`config.mk`:
```
export PLATFORM = sky130hd
export DESIGN_NAME = stopwatch_input_conditioner
export DESIGN_NICKNAME = d
export VERILOG_FILES = /design/src/rtl/stopwatch_pkg.sv /design/src/rtl/button_debounce.sv /design/src/rtl/stopwatch_input_conditioner.sv
export SDC_FILE = /design/constraint.sdc
export NUM_CORES = 1
export LEC_CHECK = 0
export BUFFER_PORTS_ARGS = -buffer_cell sky130_fd_sc_hd__buf_4
export CAP_MARGIN = 30
export CORE_MARGIN = 4
export CORE_UTILIZATION = 60
export DETAILED_ROUTE_END_ITERATION = 6
export PLACE_DENSITY = 0.77
export SLEW_MARGIN = 20
export SYNTH_ARGS = -nofsm -noshare
export SYNTH_HDL_FRONTEND = slang
export SYNTH_SLANG_ARGS = --single-unit
```
`constraint.sdc`:
```
create_clock -name clk -period 2.64 [get_ports clk]
set_clock_uncertainty 0.15 [all_clocks]
set_input_delay 0.66 -clock clk [delete_from_list [all_inputs] [get_ports clk]]
set_output_delay 0.66 -clock clk [all_outputs]
set_load 0.02 [all_outputs]
```
`src/rtl/stopwatch_pkg.sv`:
```
// Shared constants and types for the stopwatch input front end.
package stopwatch_pkg;

   // Board clock and the real-time defaults derived from it.
   localparam int unsigned CLK_FREQ_HZ      = 100_000_000;
   localparam int unsigned DB_CNT_DEFAULT   = CLK_FREQ_HZ / 100;  // 10 ms stable time
   localparam int unsigned TICK_DIV_DEFAULT = CLK_FREQ_HZ / 100;  // 100 Hz count tick

   // Short values so simulation reaches every corner in a few hundred cycles.
   localparam int unsigned DB_CNT_SIM   = 4;
   localparam int unsigned TICK_DIV_SIM = 5;

   // Run/stop state of the stopwatch.
   typedef enum logic {
      ST_STOP = 1'b0,
      ST_RUN  = 1'b1
   } run_state_e;

   // Counter width able to hold 0..n-1, never narrower than one bit.
   function automatic int unsigned cnt_w(input int unsigned n);
      return (n < 2) ? 1 : $clog2(n);
   endfunction

endpackage

```
`src/rtl/button_debounce.sv`:
```
// One push-button: 2-FF synchroniser, stability-count debounce and
// registered rising-edge (press) detect.
module button_debounce
   import stopwatch_pkg::*;
#(
   parameter int unsigned DB_CNT = DB_CNT_DEFAULT
) (
   input  logic clk,
   input  logic r_n,
   input  logic btn_raw,
   output logic level,
   output logic press
);

   localparam int unsigned     CW       = cnt_w(DB_CNT);
   // A change is accepted on the DB_CNT-th consecutive differing cycle,
   // so the counter never needs to hold more than DB_CNT-1.
   localparam logic [CW-1:0]   CNT_LAST = CW'(DB_CNT - 1);

   logic          sync_q1;
   logic          sync;
   logic [CW-1:0] cnt;
   logic          level_d;

   // Bring the asynchronous pin into the clk domain; nothing else reads btn_raw.
   always_ff @(posedge clk or negedge r_n) begin
      if (!r_n) begin
         sync_q1 <= 1'b0;
         sync    <= 1'b0;
      end else begin
         sync_q1 <= btn_raw;
         sync    <= sync_q1;
      end
   end

   // Accept a new level only after it has differed for DB_CNT straight cycles;
   // any agreement in between restarts the count, so short glitches vanish.
   always_ff @(posedge clk or negedge r_n) begin
      if (!r_n) begin
         cnt   <= '0;
         level <= 1'b0;
      end else if (sync != level) begin
         if (cnt == CNT_LAST) begin
            level <= sync;
            cnt   <= '0;
         end else begin
            cnt <= cnt + 1'b1;
         end
      end else begin
         cnt <= '0;
      end
   end

   // One-cycle press pulse in the cycle after the debounced level rises.
   always_ff @(posedge clk or negedge r_n) begin
      if (!r_n) begin
         level_d <= 1'b0;
         press   <= 1'b0;
      end else begin
         level_d <= level;
         press   <= level & ~level_d;
      end
   end

endmodule

```
`src/rtl/stopwatch_input_conditioner.sv`:
```
// Stopwatch front end: debounces start/stop and clear buttons, holds the
// run state and produces the count-enable tick for the digit counter.
module stopwatch_input_conditioner
   import stopwatch_pkg::*;
#(
   parameter int unsigned DB_CNT   = DB_CNT_DEFAULT,
   parameter int unsigned TICK_DIV = TICK_DIV_DEFAULT
) (
   input  logic clk,
   input  logic r_n,
   input  logic s_btn,
   input  logic r_btn,
   output logic run,
   output logic tick,
   output logic clr,
   output logic s_level,
   output logic r_level
);

   localparam int unsigned   DW       = cnt_w(TICK_DIV);
   localparam logic [DW-1:0] DIV_LAST = DW'(TICK_DIV - 1);

   logic          s_press;
   logic          r_press;
   run_state_e    state;
   run_state_e    state_nxt;
   logic          clr_nxt;
   logic [DW-1:0] div;

   button_debounce #(.DB_CNT(DB_CNT)) u_s_db (
      .clk     (clk),
      .r_n     (r_n),
      .btn_raw (s_btn),
      .level   (s_level),
      .press   (s_press)
   );

   button_debounce #(.DB_CNT(DB_CNT)) u_r_db (
      .clk     (clk),
      .r_n     (r_n),
      .btn_raw (r_btn),
      .level   (r_level),
      .press   (r_press)
   );

   // Run state register and the registered clear pulse.
   always_ff @(posedge clk or negedge r_n) begin
      if (!r_n) begin
         state <= ST_STOP;
         clr   <= 1'b0;
      end else begin
         state <= state_nxt;
         clr   <= clr_nxt;
      end
   end

   // Clear stops the watch and wins over a start/stop press in the same cycle.
   always_comb begin
      state_nxt = state;
      clr_nxt   = 1'b0;
      if (r_press) begin
         state_nxt = ST_STOP;
         clr_nxt   = 1'b1;
      end else if (s_press) begin
         state_nxt = (state == ST_RUN) ? ST_STOP : ST_RUN;
      end
   end

   assign run = (state == ST_RUN);

   // Tick divider: advances only while running so a pause keeps the phase;
   // the clear pulse restarts it so a fresh start gets a full first period.
   // run is the registered value, so a stop landing on the wrap edge still
   // issues that wrap's tick.
   always_ff @(posedge clk or negedge r_n) begin
      if (!r_n) begin
         div  <= '0;
         tick <= 1'b0;
      end else begin
         tick <= 1'b0;
         if (clr) begin
            div <= '0;
         end else if (run) begin
            if (div == DIV_LAST) begin
               div  <= '0;
               tick <= 1'b1;
            end else begin
               div <= div + 1'b1;
            end
         end
      end
   end

endmodule
```
==> results of run 1 <==
-- metrics by stage --
| step | hold slack, ns | worst slack [ns] | std cells | cell area, um^2 |
|---|---|---|---|---|
| global placement | 0.183 | 0.601 | 407 | 3560 |
| global route | 0.141 | 0.406 | 422 | 3750 |
| CTS | 0.130 | 0.568 | 422 | 3750 |
| floorplan | 0.181 | 0.749 | 334 | 3430 |
| detailed placement | 0.191 | 0.567 | 407 | 3560 |
| finish | 0.130 | 0.571 | 422 | 3750 |
-- sequential cells by signal (all words and copies together), names as in the netlist --
signal          flops
clr                 1
div                20
run                 1
tick                1
u_r_db.cnt         20
u_r_db.level        1
u_r_db.level_d      1
u_r_db.press        1
u_r_db.sync         1
u_r_db.sync_q1      1
u_s_db.cnt         20
u_s_db.level        1
u_s_db.level_d      1
u_s_db.press        1
u_s_db.sync         1
u_s_db.sync_q1      1
-- routing by layer --
layer  vias up  GRT usage, %
met5         -             0
met4         0          8.77
li1       1170             -
met2        47          32.5
met3         6          5.03
met1      1189          25.2
-- power groups by stage --
| stage | clock network, mW | logic [mW] | registers [mW] |
|---|---|---|---|
| global route | 0.939 | 0.0635 | 1.14 |
| global placement | 0 | 0.0550 | 1.16 |
| finish | 0.863 | 0.0541 | 1.14 |
| detailed placement | 0 | 0.0565 | 1.16 |
| CTS | 0.887 | 0.0566 | 1.14 |
| floorplan | 0 | 0.0239 | 1.16 |
-- path summary, 6_finish.rpt --
path,startpoint,end,slack (ns),cells past startpoint
worst max-delay path,div[1],div[18],0.57,6
worst max register to register,div[1],div[18],0.57,6
worst min register to register,u_r_db.sync_q1,u_r_db.sync,0.21,0
max in group asynchronous,r_n,div[0],1.65,2
min in group clk,u_r_db.sync_q1,u_r_db.sync,0.21,0
worst min-delay path,r_n,u_r_db.cnt[19],0.13,1
-- worst register-to-register path, delay by kind of cell, from the launching register on --
family | cells | cell delay [ns]
AOI/OAI and AO/OA | 3 | 0.64
adders and majority gates | 1 | 0.21
DFF | 1 | 0.40
and+or+nand+nor | 2 | 0.57
-- placed cells by master, fill, tap and decap left out, types with 3 or more instances in the layout --
cell type and instances:
sky130_fd_sc_hd__dfrtp_1 73, sky130_fd_sc_hd__and3_1 7, sky130_fd_sc_hd__nor3_1 8, sky130_fd_sc_hd__clkbuf_8 11, sky130_fd_sc_hd__nand4_1 15, sky130_fd_sc_hd__xnor2_1 24, sky130_fd_sc_hd__or2_2 3, sky130_fd_sc_hd__xor2_1 28
sky130_fd_sc_hd__and4_1 7, sky130_fd_sc_hd__nor4b_1 3, sky130_fd_sc_hd__mux2_2 3, sky130_fd_sc_hd__ha_1 3, sky130_fd_sc_hd__nor4_1 5, sky130_fd_sc_hd__nand3_1 27, sky130_fd_sc_hd__buf_4 11, sky130_fd_sc_hd__nor2_1 66
sky130_fd_sc_hd__nand2_1 20, sky130_fd_sc_hd__inv_1 5
-- area by class of cell --
class,count,share of cell area [%]
clock buffers,12,4.14
clock inverters,3,1.07
inverters,5,0.500
multi-input cells,246,41.0
flip-flops and latches,73,48.7
well taps,72,2.40
repair buffers,11,2.20
-- cells by family after synthesis --
kind of cell,share of synthesized area [%]
multiplexers,1.28
adder cells (fa/ha/maj),1.09
flip-flops,53.3
XOR/XNOR,13.3
buffers and inverters,1.90
AND/OR/NAND/NOR,27.1
AO/OA/AOI/OAI,2.12
==> qor.yml, run 1 <==
yosys:
  postSynthNetCount: 341
  synthDistinctLibCells: 42
  synth-seq-area-share_pct: 53.3
  synth-seq-cells: 73
  yosysMostFrequentCell: "sky130_fd_sc_hd__dfrtp_1"
  synth_top_area_share_pct: 53.3
  synth.top_cells.by_area: "sky130_fd_sc_hd__dfrtp_1 (53%), sky130_fd_sc_hd__nor2_1 (7.2%), sky130_fd_sc_hd__xor2_1 (7.2%)"
  synth.largest_area_cell: "sky130_fd_sc_hd__dfrtp_1"
  synth.yosys.warnings: 0
  synthesis.instances: 334
  synthFlopType: "sky130_fd_sc_hd__dfrtp_1"
  synth_commonest_cells: "sky130_fd_sc_hd__dfrtp_1 (73), sky130_fd_sc_hd__nor2_1 (66), sky130_fd_sc_hd__xor2_1 (28)"
  post_synth_edffs: 0
  synth.cell_area_um2: 3430
  synth.avg_cell_area_um2: 10.3
  synth_async_sr_flop_share_pct: 100
clocking:
  cts_tree: "done"
  post_cts.resized_instances: 0
  postCtsSetupBuffers: 0
  cts.sink_count: 73
  clockBufferDepth: 2
  cts-hold-fix-buffers: 0
  cts_root_buf: "sky130_fd_sc_hd__clkbuf_8"
  clock_insertion_delay_worst_skew_ns: 0.34
  cts_buffer_count: 9
  clock_pin_slew_worst_setup_and_hold_paths_ns: 0.07
  ctsHtreeMaxLevel: 3
routing:
  average_vias_per_placed_instance: 5.72
  wirelength_met1_mm: 2.82
  highest_layer: "met4"
  num_vias: 2412
  post-route-drc-count: 0
  antenna_violating_nets_post_route: 0
  routed_wirelength_mm: 6.21
  wire_per_inst_um: 14.7
  drt_first_iter_violations: 166
  route.met3.wl_um: 237
  detailedRoute.firstPassIterationCount: 4
  met2RoutedLength_mm: 3.09
timing:
  timing.max_slew.rel_slack_pct: 48.8
  finalWorstPathRequiredPeriod_ns: 2.07
  finalHoldViolCount: 0
  finalSetupViolations: 0
  fin_crit_sh_pct: 78.4
  final_max_slew_viol_count: 0
  grt_setup_unrepaired: "false"
  worst_pin_slew_ns: 0.766
  max_freq_ghz: 0.483
  finalSetupTns_ns: 0
cells_and_area:
  utilization_after_layout_pct: 67.7
  antenna_cells: 0
  syn2layout_area_growth_pct: 9.38
  layout-drive-gt1-share_pct: 11.1
  multi_input_comb_area_um2: 1540
  final_net_count: 353
  filler_cell_count: 447
  seq_area_um2: 1830
global_route:
  vias_in_the_first_global_route: 2489
  gr-total-overflow: 0
  grt_pass1_wl_mm: 11.3
  grt.total_usage_pct: 19.9
  grt_antenna_before_repair: 0
  grt_max_degree: 40
pwr:
  p_comb_share_pct: 2.6
  static_leakage_nw: 1.72
  sw_frac_of_total_pct: 21.0
  ir_worst_vdd_v: 0.000422
  pwr-share-seq_pct: 55.4
  power_mw: 2.06
  intPower_mw: 1.62
  switching_power_mw: 0.432
  clockPowerShare_pct: 42.0
  power-per-cell-area_nw_per_um2: 548
floorplanning:
  core-area_um2: 5540
  initial_utilization_pct: 61.9
  rows: 27
  die_area_um2: 6990
  floorplan_die_width_um: 83.6
  die-height_um: 83.6
  floorplan.io_pins: 9
worst_setup_path:
  critical_path.max_fanout: 13
  sequence_of_cells_on_the_critical_path: "ha_1 -> nand3_1 -> nor4_4 -> a31o_2 -> a21oi_1 -> a21o_1"
  worst_path_max_delay_cell: "sky130_fd_sc_hd__dfrtp_1"
  path_delay_family: "compound AO/OA/AOI/OAI gates"
  critical_path_arrival_ns: 2.16
  timing.critical_path.to_type: "flop"
  worstSetupStartpointType: "flop"
  cp_data_required_time_ns: 2.73
  setup.worst_path.class: "flop to flop"
  critPathMaxStageDelay_ns: 0.40
  cp.buffers_inverters: 0
run_status:
  outcome: "finished clean"
place:
  detailed_place_hpwl_mm: 4.24
  port_buffers: 8
  gp_congestion: 0.870
hold_path:
  hold_class: "primary input to asynchronous set/reset pin"
flow_run:
  timing.max_cap.violations: 0
Power figures use the tool's default switching activity.
==> run 2: changes to the inputs <==
==> constraint.sdc (replaced) <==
create_clock -name clk -period 2.1 [get_ports clk]
set_clock_uncertainty 0.15 [all_clocks]
set_input_delay 0.525 -clock clk [delete_from_list [all_inputs] [get_ports clk]]
set_output_delay 0.525 -clock clk [all_outputs]
set_load 0.02 [all_outputs]
==> run 2 against run 1 <==
Against the previous run:
- clock power grew 26%
- combinational power grew 45%
- flip-flop and latch count is the same
- routed wire length grew 1.3%
- hold slack lost 0.0042 ns
- via count grew 0.70%
- critical endpoint is now div[16]
- clock-buffer cell count shrank 2
- setup slack lost 0.52 ns
- utilization grew 2.5 points
- sequential share of layout area shrank 1.7 points
- global-route usage shrank 0.44 points
- highest routed layer unchanged
==> qor.yml, run 2 (synthesized netlist as in run 1, its figures left out) <==
global_route:
  vias_in_the_first_global_route: 2362
  grt_pass1_wl_mm: 11.0
  grt_antenna_before_repair: 0
  grt_max_degree: 36
  grt.total_usage_pct: 19.5
  gr-total-overflow: 0
flow_run:
  timing.max_cap.violations: 0
timing:
  worst_pin_slew_ns: 0.484
  finalWorstPathRequiredPeriod_ns: 2.05
  max_freq_ghz: 0.488
  timing.max_slew.rel_slack_pct: 67.7
  final_max_slew_viol_count: 0
  finalSetupTns_ns: 0
  fin_crit_sh_pct: 97.5
  finalSetupViolations: 0
  grt_setup_unrepaired: "true"
  holdWs_ns: 0.125
  finalHoldViolCount: 0
cells_and_area:
  utilization_after_layout_pct: 70.2
  antenna_cells: 0
  largest_registers: "div: 20 flops, u_r_db.cnt: 20 flops, u_s_db.cnt: 20 flops"
  final_cells: 432
  final_cell_mix: "sky130_fd_sc_hd__dfrtp_1 (72), sky130_fd_sc_hd__nor2_1 (66), sky130_fd_sc_hd__xor2_1 (28), sky130_fd_sc_hd__nand3_1 (27), sky130_fd_sc_hd__xnor2_1 (24)"
  layout-drive-gt1-share_pct: 14.4
  final_net_count: 363
  syn2layout_area_growth_pct: 13.5
  layout.cells.most_common: "sky130_fd_sc_hd__dfrtp_1"
  filler_cell_count: 431
place:
  gp_congestion: 0.885
  detailed_place_hpwl_mm: 4.17
  port_buffers: 8
  placedCellCount: 413
floorplanning:
  floorplan_die_width_um: 83.6
  rows: 27
  initial_utilization_pct: 61.9
  die_area_um2: 6990
  die-height_um: 83.6
  floorplan.io_pins: 9
  core-area_um2: 5540
worst_setup_path:
  path_delay_family: "simple AND/OR/NAND/NOR gates"
  worstSetupStartpointType: "flop"
  timing.critical_path.to_type: "flop"
  sequence_of_cells_on_the_critical_path: "or3b_4 -> nor4_4 -> a21oi_4 -> and3_1 -> a211o_1"
  worst_path_max_delay_cell: "sky130_fd_sc_hd__dfrtp_2"
  critical_path_arrival_ns: 2.14
  critical_path.max_fanout: 6
  cp_data_required_time_ns: 2.20
  critPathMaxStageDelay_ns: 0.45
  setup.worst_path.class: "flop to flop"
  cp.buffers_inverters: 0
clocking:
  cts_root_buf: "sky130_fd_sc_hd__clkbuf_8"
  ctsHtreeMaxLevel: 3
  cts_buffer_count: 9
  cts.sink_count: 73
  clockBufferDepth: 2
  cts_tree: "done"
  clock_insertion_delay_worst_skew_ns: 0.35
  clock_pin_slew_worst_setup_and_hold_paths_ns: 0.08
routing:
  drt_first_iter_violations: 179
  antenna_violating_nets_post_route: 0
  detailedRoute.firstPassIterationCount: 4
  routed_wirelength_mm: 6.29
  average_vias_per_placed_instance: 5.62
  wire_per_inst_um: 14.6
  num_vias: 2429
  post-route-drc-count: 0
pwr:
  static_leakage_nw: 1.79
  power-per-cell-area_nw_per_um2: 669
  ir_worst_vdd_v: 0.000671
run_status:
  outcome: "finished clean"
hold_path:
  hold_class: "primary input to flop"
## run 2: worst register-to-register path, stage by stage, from the launching register on
cell and delay [ns]:
sky130_fd_sc_hd__dfrtp_2 0.45, sky130_fd_sc_hd__or3b_4 0.39, sky130_fd_sc_hd__nor4_4 0.40, sky130_fd_sc_hd__a21oi_4 0.13, sky130_fd_sc_hd__and3_1 0.18, sky130_fd_sc_hd__a211o_1 0.26
## run 2: power breakdown
group / leakage, nW / switching, mW / total (mW) / internal [mW]
Sequential: 1.00 / 0.0132 / 1.43 / 1.42
Clock: 0.0981 / 0.521 / 1.09 / 0.572
Combinational: 0.683 / 0.0509 / 0.0784 / 0.0275
Total: 1.79 / 0.585 / 2.60 / 2.02
## run 2: path summary, 6_finish.rpt
kind,cells past startpoint,slack (ns),from,endpoint
max in group asynchronous,3,0.75,r_n,div[6]
min in group asynchronous,2,0.52,r_n,u_r_db.cnt[11]
max reg2reg,5,0.05,div[6],div[16]
max,5,0.05,div[6],div[16]
min,1,0.13,r_btn,u_r_db.sync_q1
min reg2reg,0,0.20,u_s_db.sync_q1,u_s_db.sync
## run 2: repair_timing
action / in CTS / in global routing
setup endpoints to repair: 0 / 2
gates resized for setup: 0 / 5
endpoints found under the hold margin: 21 / 0
hold buffers: 1 / 0
setup buffers: 0 / 3
## run 2: through the flow
| step | worst slack, ns | area, um^2 | power (mW) |
|---|---|---|---|
| floorplan | 0.209 | 3430 | 1.49 |
| global placement | 0.130 | 3640 | 1.53 |
| detailed placement | 0.0718 | 3640 | 1.54 |
| CTS | 0.0625 | 3840 | 2.62 |
| global route | -0.0279 | 3890 | 2.72 |
| finish | 0.0524 | 3890 | 2.60 |
## run 2: area by class of cell
class / count / area, um^2 / share of cell area [%]
clock buffers: 10 / 138 / 3.54
clock inverters: 5 / 56.3 / 1.45
inverters: 5 / 18.8 / 0.482
multi-input cells: 246 / 1560 / 40.2
flip-flops and latches: 73 / 1830 / 47.0
well taps: 72 / 90.1 / 2.32
repair buffers: 21 / 198 / 5.08
## run 2: metal layers
layer  part of all wire, %  GRT usage, %  vias to the layer above
li1                      -             -                     1197
met2                    46          28.3                       44
met3                   4.3          5.73                        9
met5                     0             0                        -
met1                    49          28.1                     1179
met4                  0.99          6.58                        0
==> run 3: changes to the inputs <==
--- a/config.mk
+++ b/config.mk
@@ -10,7 +10,8 @@
 export CORE_MARGIN = 4
 export CORE_UTILIZATION = 60
 export DETAILED_ROUTE_END_ITERATION = 6
-export PLACE_DENSITY = 0.77
+export GPL_TIMING_DRIVEN = 1
+export PLACE_DENSITY = 0.75
 export SLEW_MARGIN = 20
 export SYNTH_ARGS = -nofsm -noshare
 export SYNTH_HDL_FRONTEND = slang
==> run 3 against run 2 <==
Against the previous run:
- maximum frequency down 0.90%
- clock power is 8% higher
- combinational power shrank 3.1%
- routed wire length grew 2.7%
- total power rose by 3.2%
- global-route usage is 0.42 points higher
- largest power group unchanged
==> qor.yml, run 3 (synthesized netlist as in run 1, its figures left out) <==
global_route:
  gr-total-overflow: 0
  vias_in_the_first_global_route: 2531
  grt.total_usage_pct: 19.9
  grt_pass1_wl_mm: 11.5
  grt_antenna_before_repair: 0
  grt_max_degree: 53
timing:
  finalSetupViolations: 0
  finalWorstPathRequiredPeriod_ns: 2.07
  max_freq_ghz: 0.484
  final_max_slew_viol_count: 0
  finalSetupTns_ns: 0
  finalHoldViolCount: 0
  timing.max_slew.rel_slack_pct: 73.7
  fin_crit_sh_pct: 98.4
  holdWs_ns: 0.145
  worst_pin_slew_ns: 0.391
  worst_setup_slack_after_layout_ns: 0.0338
place:
  gp_congestion: 0.831
  port_buffers: 8
  detailed_place_hpwl_mm: 4.23
  pre_cts_ws_ns: 0.0588
worst_setup_path:
  worstSetupStartpointType: "flop"
  timing.critical_path.to_type: "flop"
  critical_path.startpoint: "div[6]"
  r2r_end: "div[16]"
  cp_data_required_time_ns: 2.16
  critical_path_arrival_ns: 2.13
  rr_worst_depth: 5
  crit-reg2reg-launch: "div[6]"
  worst-r2r-setup-slack_ns: 0.03
  critical_path.max_fanout: 6
  setup.worst_path.class: "flop to flop"
routing:
  routed_wirelength_mm: 6.46
  antenna_violating_nets_post_route: 0
  average_vias_per_placed_instance: 5.61
  num_vias: 2467
  post-route-drc-count: 0
  drt_first_iter_violations: 118
  wire_per_inst_um: 14.7
  detailedRoute.firstPassIterationCount: 4
clocking:
  ctsHtreeMaxLevel: 3
  cts.sink_count: 73
  cts_buffer_count: 9
  clockBufferDepth: 2
  cts_tree: "done"
  clock_insertion_delay_worst_skew_ns: 0.33
  cts_root_buf: "sky130_fd_sc_hd__clkbuf_8"
  clock_pin_slew_worst_setup_and_hold_paths_ns: 0.08
cells_and_area:
  antenna_cells: 0
  final_cell_mix: "sky130_fd_sc_hd__dfrtp_1 (72), sky130_fd_sc_hd__nor2_1 (66), sky130_fd_sc_hd__xor2_1 (28), sky130_fd_sc_hd__nand3_1 (26), sky130_fd_sc_hd__buf_4 (25)"
  final_net_count: 370
  largest_registers: "div: 20 flops, u_r_db.cnt: 20 flops, u_s_db.cnt: 20 flops"
  layout.cells.most_common: "sky130_fd_sc_hd__dfrtp_1"
  layout-drive-gt1-share_pct: 16.6
  syn2layout_area_growth_pct: 15.4
  utilization_after_layout_pct: 71.5
floorplanning:
  die_area_um2: 6990
  core-area_um2: 5540
  die-height_um: 83.6
  initial_utilization_pct: 61.9
  rows: 27
  floorplan.io_pins: 9
  floorplan_die_width_um: 83.6
flow_run:
  timing.max_cap.violations: 0
hold_path:
  whs_path_depth: 1
  timing.hold.worst.start: "r_btn"
  hold_class: "primary input to flop"
  min_delay_worst_endpoint: "u_r_db.sync_q1"
pwr:
  static_leakage_nw: 1.82
  power_mw: 2.69
  ir_worst_vdd_v: 0.000566
  power-per-cell-area_nw_per_um2: 678
run_status:
  outcome: "finished clean"
-- run 3: cell count changes in the layout (fill, tap and decap cells not counted), sizes merged --
cell	before	now
inv	5	6
clkinv	3	2
clkinvlp	1	2
clkbuf	10	9
buf	20	27
bufinv	1	2
-- run 3: metal layers --
metal	global-route usage, %	wire length, um
met2	32.6	3210
met1	26.7	2990
met4	5.12	35
met3	4.94	220
met5	0	0
-- run 3: how the worst max path moves through the flow --
| stage | cells after the start | slack (ns) | endpoint |
|---|---|---|---|
| after global placement | 6 | 0.14 | div[16] |
| after CTS | 6 | 0.01 | div[16] |
| after floorplan | 6 | 0.21 | div[16] |
| after detailed placement | 6 | 0.06 | div[16] |
| final | 5 | 0.03 | div[16] |
| after global routing | 5 | -0.03 | div[0] |
-- run 3: cell type report --
type                    instances  area (um^2)
repair buffers                 28          238
multi-input cells             246         1570
clock inverters                 7         93.8
inverters                       5         18.8
flip-flops and latches         73         1830
fillers                       413         1580
well taps                      72         90.1
clock buffers                   9          124
-- run 3: power breakdown --
part,leakage (nW),internal [mW],total (mW),switching (mW)
clock network,0.106,0.668,1.18,0.511
registers,1.00,1.42,1.43,0.0130
logic,0.714,0.0263,0.0760,0.0496
-- run 3: per-stage QoR --
step | instance area (um^2) | instances
global route | 3960 | 440
finish | 3960 | 440
global placement | 3650 | 416
floorplan | 3430 | 334
detailed placement | 3650 | 416
CTS | 3880 | 433
-- run 3: worst max-delay path, cell delays in order, from the launching register on --
cell	delay, ns
sky130_fd_sc_hd__dfrtp_2	0.43
sky130_fd_sc_hd__or3b_4	0.38
sky130_fd_sc_hd__nor4_4	0.43
sky130_fd_sc_hd__a21oi_4	0.13
sky130_fd_sc_hd__and3_4	0.19
sky130_fd_sc_hd__a211o_1	0.23
-- run 3: timing repair --
item / CTS / global route
endpoints found under the hold margin: 21 / 0
resized for setup: 0 / 6
hold buffers: 1 / 0
setup endpoints to repair: 0 / 9
setup buffers: 0 / 7
